File: config.mk
export PLATFORM = sky130hd
export DESIGN_NAME = rr_mux_arbiter
export DESIGN_NICKNAME = d
export VERILOG_FILES = /design/src/rtl/rr_mux_arbiter.sv
export SDC_FILE = /design/constraint.sdc
export NUM_CORES = 1
export LEC_CHECK = 0
export ABC_AREA = 1
export ABC_CLOCK_PERIOD_IN_PS = 3600
export CORE_MARGIN = 3
export CORE_UTILIZATION = 35
export CTS_BUF_LIST = sky130_fd_sc_hd__clkbuf_8
export CTS_CLUSTER_SIZE = 20
export DETAILED_ROUTE_END_ITERATION = 10
export GPL_TIMING_DRIVEN = 0
export PLACE_DENSITY = 0.73
export REMOVE_ABC_BUFFERS = 1
export SLEW_MARGIN = 30
export SYNTH_ARGS = -nofsm -noshare
export SYNTH_HDL_FRONTEND = slang
export SYNTH_SLANG_ARGS = --single-unit
File: constraint.sdc
create_clock -name clk -period 3.6 [get_ports clk]
set_input_delay 1.08 -clock clk [delete_from_list [all_inputs] [get_ports clk]]
set_output_delay 1.08 -clock clk [all_outputs]
set_load 0.005 [all_outputs]
File: src/rtl/rr_mux_arbiter.sv
// rr_mux_arbiter: round-robin gather of 2**CTRL valid/ready sources into one
// registered output channel. Multi-beat packets (terminated by in_last) are
// kept atomic by locking the grant to the packet owner until its last beat.
module rr_mux_arbiter #(
    parameter int CTRL       = 2,
    parameter int DATA_WIDTH = 32
) (
    input  logic                  clk,
    input  logic                  rst_n,
    input  logic                  in_valid [2**CTRL],
    input  logic [DATA_WIDTH-1:0] in_data  [2**CTRL],
    input  logic                  in_last  [2**CTRL],
    output logic                  in_ready [2**CTRL],
    output logic                  out_valid,
    output logic [DATA_WIDTH-1:0] out_data,
    output logic                  out_last,
    output logic [CTRL-1:0]       out_sel,
    input  logic                  out_ready
);
    localparam int N = 2**CTRL;

    typedef enum logic {
        ST_ARB,
        ST_LOCKED
    } state_t;

    state_t          state_reg;
    state_t          state_next;
    logic [CTRL-1:0] ptr_reg;
    logic [CTRL-1:0] ptr_next;
    logic [CTRL-1:0] owner_reg;
    logic [CTRL-1:0] owner_next;

    logic [N-1:0]    valid_vec;
    logic [N-1:0]    last_vec;
    logic            rr_found;
    logic [CTRL-1:0] rr_grant;
    logic [CTRL-1:0] grant;
    logic            req;
    logic            free;
    logic            accept;

    // Flatten per-source request/last flags and fan the grant back out as in_ready.
    generate
        for (genvar gi = 0; gi < N; gi++) begin : g_src
            assign valid_vec[gi] = in_valid[gi];
            assign last_vec[gi]  = in_last[gi];
            assign in_ready[gi]  = accept && (grant == CTRL'(gi));
        end
    endgenerate

    // Round-robin search: first requester after ptr, wrapping; offset N lands on ptr itself.
    always_comb begin
        logic [CTRL-1:0] idx;
        rr_found = 1'b0;
        rr_grant = '0;
        idx      = '0;
        for (int k = 1; k <= N; k++) begin
            idx = ptr_reg + CTRL'(k);
            if (!rr_found && valid_vec[idx]) begin
                rr_found = 1'b1;
                rr_grant = idx;
            end
        end
    end

    // Grant selection, accept decision and next-state logic for the ARB/LOCKED FSM.
    always_comb begin
        state_next = state_reg;
        ptr_next   = ptr_reg;
        owner_next = owner_reg;
        free       = !out_valid || out_ready;
        grant      = rr_grant;
        req        = rr_found;
        if (state_reg == ST_LOCKED) begin
            grant = owner_reg;
            req   = valid_vec[owner_reg];
        end
        accept = free && req;

        case (state_reg)
            ST_ARB: begin
                if (accept) begin
                    ptr_next = grant;
                    if (!last_vec[grant]) begin
                        state_next = ST_LOCKED;
                        owner_next = grant;
                    end
                end
            end
            ST_LOCKED: begin
                // ptr is frozen while a packet owns the output.
                if (accept && last_vec[grant]) begin
                    state_next = ST_ARB;
                end
            end
            default: begin
                state_next = ST_ARB;
            end
        endcase
    end

    // FSM state, round-robin pointer and packet owner; ptr resets to N-1 so source 0 goes first.
    always_ff @(posedge clk or negedge rst_n) begin
        if (!rst_n) begin
            state_reg <= ST_ARB;
            ptr_reg   <= '1;
            owner_reg <= '0;
        end else begin
            state_reg <= state_next;
            ptr_reg   <= ptr_next;
            owner_reg <= owner_next;
        end
    end

    // Output register: load on accept, empty when drained with nothing new, hold under backpressure.
    always_ff @(posedge clk or negedge rst_n) begin
        if (!rst_n) begin
            out_valid <= 1'b0;
            out_data  <= '0;
            out_last  <= 1'b0;
            out_sel   <= '0;
        end else if (accept) begin
            out_valid <= 1'b1;
            out_data  <= in_data[grant];
            out_last  <= last_vec[grant];
            out_sel   <= grant;
        end else if (free) begin
            out_valid <= 1'b0;
        end
    end

endmodule
After elaboration in Yosys (flattened, before gate mapping)
Cells that the tools add are included.
{"block": "op_classes", "add_sub_neg": 3, "order_cmp": 7, "n_eq_ne": 3, "muxes": 31, "bitwise": 3, "n_reduce_logical": 18}
{"op": "$bmux W32 S2", "n": 1}
{"op": "$mux W32", "n": 2}
{"op": "$lt A2 B3 Y1 const B", "n": 6}
{"op": "$mux W1", "n": 16}
{"op": "$bmux W1 S2", "n": 6}
{"op": "$mux W2", "n": 5}
{"op": "$logic_and A1 B1 Y1", "n": 9}
{"op": "$add A2 B2 Y2 const B", "n": 2}
{"op": "$eq A2 B2 Y1 const B", "n": 2}
{"op": "$logic_not A1 Y1", "n": 4}
{"op": "$ge A3 B3 Y1 const B", "n": 1}
{"op": "$not A2 Y3", "n": 1}
{"op": "$reduce_and A3 Y1", "n": 1}
{"op": "$add A2 B1 Y2 const B", "n": 1}
{"op": "$eq A2 B1 Y1 const B", "n": 1}
{"op": "$logic_not A2 Y1", "n": 1}
{"op": "$not A1 Y1", "n": 2}
{"op": "$pmux W1 S2", "n": 1}
{"op": "$reduce_and A2 Y1", "n": 1}
{"op": "$reduce_bool A2 Y1", "n": 1}
{"op": "$logic_or A1 B1 Y1", "n": 1}
{"block": "totals", "ff_bits": 41, "input_bits": 139, "out_inout_bits": 40, "elab_cells": 72}

Depth between registers and ports, before layout
{"block": "depth", "ltp_word": 19, "depth_mapped": 19, "mapped_depth_nobuf": 17}

Worst setup path before layout
No wires, ideal clock.
{"block": "synth_path", "kind": "input-to-output", "from": "in in_valid[1] in the netlist's numbering", "to": "out in_ready[0] in the netlist's numbering", "arrival_ps": 2302, "required_ps": 2520, "path_slack_ps": 218, "cell_stages": 14, "path_buffers": 1, "path_cell_list": "inv_1 nand2_1 nand3_1 nand2_1 nor2_4 nand3_1 nand2_1 nand2_2 nand3_4 nand2_4 inv_4 buf_4 nand2_1 nor2_1"}
{"element": "start, declared", "line_no": "10", "source": "input logic in_valid [2**CTRL],"}
{"element": "end, declared", "line_no": "13", "source": "output logic in_ready [2**CTRL],"}

==> results.md <==
| Stage | Result | Reported |
|---|---|---|
| cells and area | Register with the most flip-flops | out_data |
| status | Violated checks | negative setup slack |
| cells and area | Post-layout net count | 915 |
| grt | Pin count of the biggest net entering global routing | 41 |
| timing | Final Worst Setup Slack | -0.0312 ns |
| timing | Sum of negative setup slack | -0.0312 ns |
| cells and area | Largest register FFs | 32 |
| worst setup path | Largest delay contributor family on the critical path | buffers and inverters |
| cts | Clock-pin slew reported for the worst setup and hold paths after clock tree synthesis | 0.08 ns |
| worst setup path | R2R depth | 15 |
| cts | Number of buffers added by the clock tree synthesis step | 5 |
| synth | Sequential share of the synthesized area | 30.3% |
| cts | Hold buffers post-CTS | 0 |
| worst setup path | Crit end category | output pin |
| route | Total wire length after detailed routing | 14.4 mm |
| placement | HPWL after detailed placement | 8.21 mm |
| route | Detailed route wirelength on metal3 | 1.00 mm |
| synth | Library cells used by synthesis | 27 |
| timing | Time the worst path needs with I/O delays and setup | 3.63 ns |
| synth | Per-instance average area after synthesis | 5.91 um^2 |
| floorplanning | Die X | 105 um |
| placement | Setup slack at placement | -1.92 ns |
| worst setup path | Highest-delay cell along the critical path | and3_4 |
| timing | Normalized max-slew margin | 44.6% |
| cts | Total number of clock tree sinks | 41 |
| synth | Synthesized area | 3400 um^2 |
| route | Highest signal layer in the routed design | met4 |
| route | Routed met2 length | 7.52 mm |
| pwr | Static Leakage | 3.14 nW |
| worst setup path | CP Data Arrival Time | 2.55 ns |
| grt | Antenna violations before repair | 0 |
| status | Run status | finished with violations |
| cts | Cell chosen for the clock root | clkbuf_8 |
| placement | Cell count after placement | 854 |
| worst setup path | Number of buffers and inverters on the critical path | 7 |
| floorplanning | Full die area | 10,900 um^2 |
| grt | First-pass GRT wire length | 22.0 mm |
| cts | Htree depth | 2 |
| timing | Post-route clock period utilization | 101% |
| timing | Pins Over Slew Limit | 0 |
| worst setup path | Worst setup path category | in2out |
| hold path | Worst hold-check path type | reg2reg |
| timing | Setup repair after global routing missed its margin | true |
| floorplanning | Die H | 105 um |
| timing | Worst hold margin | 0.483 ns |
| cells and area | Cell Count, Final, Fillers Out | 906 |
| route | Met1 wire length | 5.67 mm |
| synth | Cell count after synthesis | 575 |
| cts | CTS tree | yes |
| floorplanning | Starting Density | 36.4% |
| route | Detailed Route Iter0 Violations | 218 |
| placement | Count of buffers inserted at the top-level ports | 178 |
| cells and area | Area added between synthesis and finish | 76.8% |
| synth | Register bit total from synthesis | 41 |
| timing | Pin slew with the least headroom to its limit | 0.828 ns |
| worst setup path | Reg-to-reg setup timing slack | 0.74 ns |
| timing | Clk_skew | 0.0122 ns |
| grt | Via count of the first global-routing pass | 4,304 |
| cells and area | Ratio of cells with drive above 1 in the final layout | 14.3% |
| worst setup path | Required time worst endpoint | 2.52 ns |
| cells and area | Antenna diodes | 0 |
| hold path | Hold path start | out_data[26]$_DFFE_PN0P_ |
| route | Number of vias after detailed routing | 4,462 |
| timing | Final-report hold violation count | 0 |
| worst setup path | CP max FO | 5 |
| route | Via-to-Cell Ratio | 4.92 |
| grt | Global router's overall resource usage | 25.0% |
| hold path | Worst Hold Endpoint | out_data[26]$_DFFE_PN0P_ |
| synth | Total of warnings raised by yosys | 0 |
| floorplanning | Std-Cell Rows | 35 |
| route | Antenna-violating nets left | 0 |
| pwr | PD cells | 928 nW/um^2 |
| timing | Setup-violating endpoint count in the final report | 1 |
| placement | RD Place Congestion | 0.823 |
| floorplanning | # IOs | 179 |
| timing | Max Clock Freq | 275 MHz |
| worst setup path | Startpoint of the worst-slack reg-to-reg timing path | ptr_reg[0]$_DFFE_PN1P_ |
| route | Drt pass-1 iters | 5 |
| floorplanning | Core footprint | 9330 um^2 |
| worst setup path | Chain of cells forming the critical path | buf_6 -> inv_4 -> buf_4 -> buf_4 -> a21oi_1 -> o21ai_0 -> nand3_1 -> and3_4 -> buf_12 -> buf_12 -> nand2_8 -> nor2_4 -> buf_2 |
| flow run | # Max-Cap Violations | 0 |
| worst setup path | Critical path's largest stage delay | 0.22 ns |
| route | Routed WL per cell | 15.9 um |
| pwr | VDD IR-drop max | 450 uV |
| cts | Clock Latency Late Sink | 0.30 ns |
| cts | Maximum number of buffers from clock root to sink | 2 |
| hold path | Cell count of the worst hold path | 2 |
| grt | GRT Residual Overflow | 0 |
| worst setup path | R2r endpoint | out_data[10]$_DFFE_PN0P_ |
| worst setup path | Critical path startpoint category | input pin |
| route | Residual DRC count | 0 |
what timing repair did:
action / 4_1_cts / 5_1_grt
pin swaps: 20 / 14
setup buffers: 22 / 13
setup endpoints to repair: 41 / 4
gates resized for setup: 66 / 34
gates cloned: 8 / 1
worst max path at each step:
stage                      from           to  slack [ns]  cells after the start
detailed placement  in_valid[0]  in_ready[0]       -1.92                     15
global placement    in_valid[0]  in_ready[3]       -2.76                     12
CTS                 in_valid[2]  in_ready[0]       0.001                     13
floorplan           in_valid[1]  in_ready[3]       -0.61                     10
global route        in_valid[3]  in_ready[2]       -0.13                     13
finish              in_valid[3]  in_ready[2]       -0.03                     13
tightest hold or removal path, delay by kind of cell (launching register included):
family,cells,cell delay (ns)
DFF,1,0.35
and+or+nand+nor,2,0.10
cells in the final DEF (no fill, tap or decap), drive strengths merged:
cell type	count
clkdlybuf4s50	169
dfstp	2
nand2	256
nand4	11
dfrtp	39
clkbuf	8
o21ai	16
o211ai	9
and3	1
a21oi	2
bufbuf	1
nor2	6
clkinv	3
bufinv	1
buf	45
inv	117
o21a	1
nand3b	23
nand3	67
power breakdown:
group / total (mW) / switching (mW) / internal (mW) / leakage [nW]
clock network: 0.396 / 0.172 / 0.224 / 0.0626
logic: 4.30 / 2.48 / 1.82 / 2.59
registers: 0.877 / 0.159 / 0.718 / 0.495
logic make-up (layout without fill, tap and decap cells):
family	count (synthesis)	after routing	share of synthesized area [%]
DFF	41	41	30.3
and+or+nand+nor	359	364	46.7
AOI/OAI and AO/OA	28	28	4.97
buffers and inverters	147	344	18.0
stage by stage:
step           area, um^2  power (mW)  util [%]
3_5_place_dp         5220        3.99      56.0
4_1_cts              5740        5.15      61.5
6_report             6000        5.57      64.3
2_1_floorplan        3230        2.70         -
5_1_grt              6000        6.04      64.3
3_3_place_gp         5170        3.87      55.4
metal layers:
metal	up-vias	global-route usage, %
met5	-	0
met4	0	7.69
met3	20	5.46
met2	190	44.4
met1	2096	29.8
li1	2156	-
layout make-up:
cell class	count	area, um^2
Timing Repair inverter	2	25.0
Clock inverter	2	33.8
Fill cell	847	3330
Sequential cell	41	1030
Multi-Input combinational cell	392	1990
Tap cell	129	161
Inverter	117	493
Clock buffer	6	82.6
Timing Repair Buffer	217	2180
cell usage after synthesis:
cell type	instances	area [um^2]
nand2_1	246	923
inv_1	112	420
nand3_1	65	325
dfrtp_1	39	976
nand3b_1	23	173
buf_2	17	85.1
nand4_1	11	68.8
o21ai_1	10	50.1
o211ai_1	9	67.6
clkbuf_1	6	22.5
nand2_2	5	31.3
nor2_1	5	18.8
o21ai_0	5	25.0
buf_6	4	45.0
a21oi_1	2	10.0
buf_1	2	7.51
clkinv_1	2	7.51
dfstp_2	2	52.6
inv_4	2	12.5
and3_1	1	6.26
buf_4	1	7.51
inv_2	1	3.75
nand2_4	1	11.3
nand3_4	1	17.5
nor2_4	1	11.3
o21a_1	1	7.51
o21ai_2	1	8.76
Power figures use the tool's default switching activity.
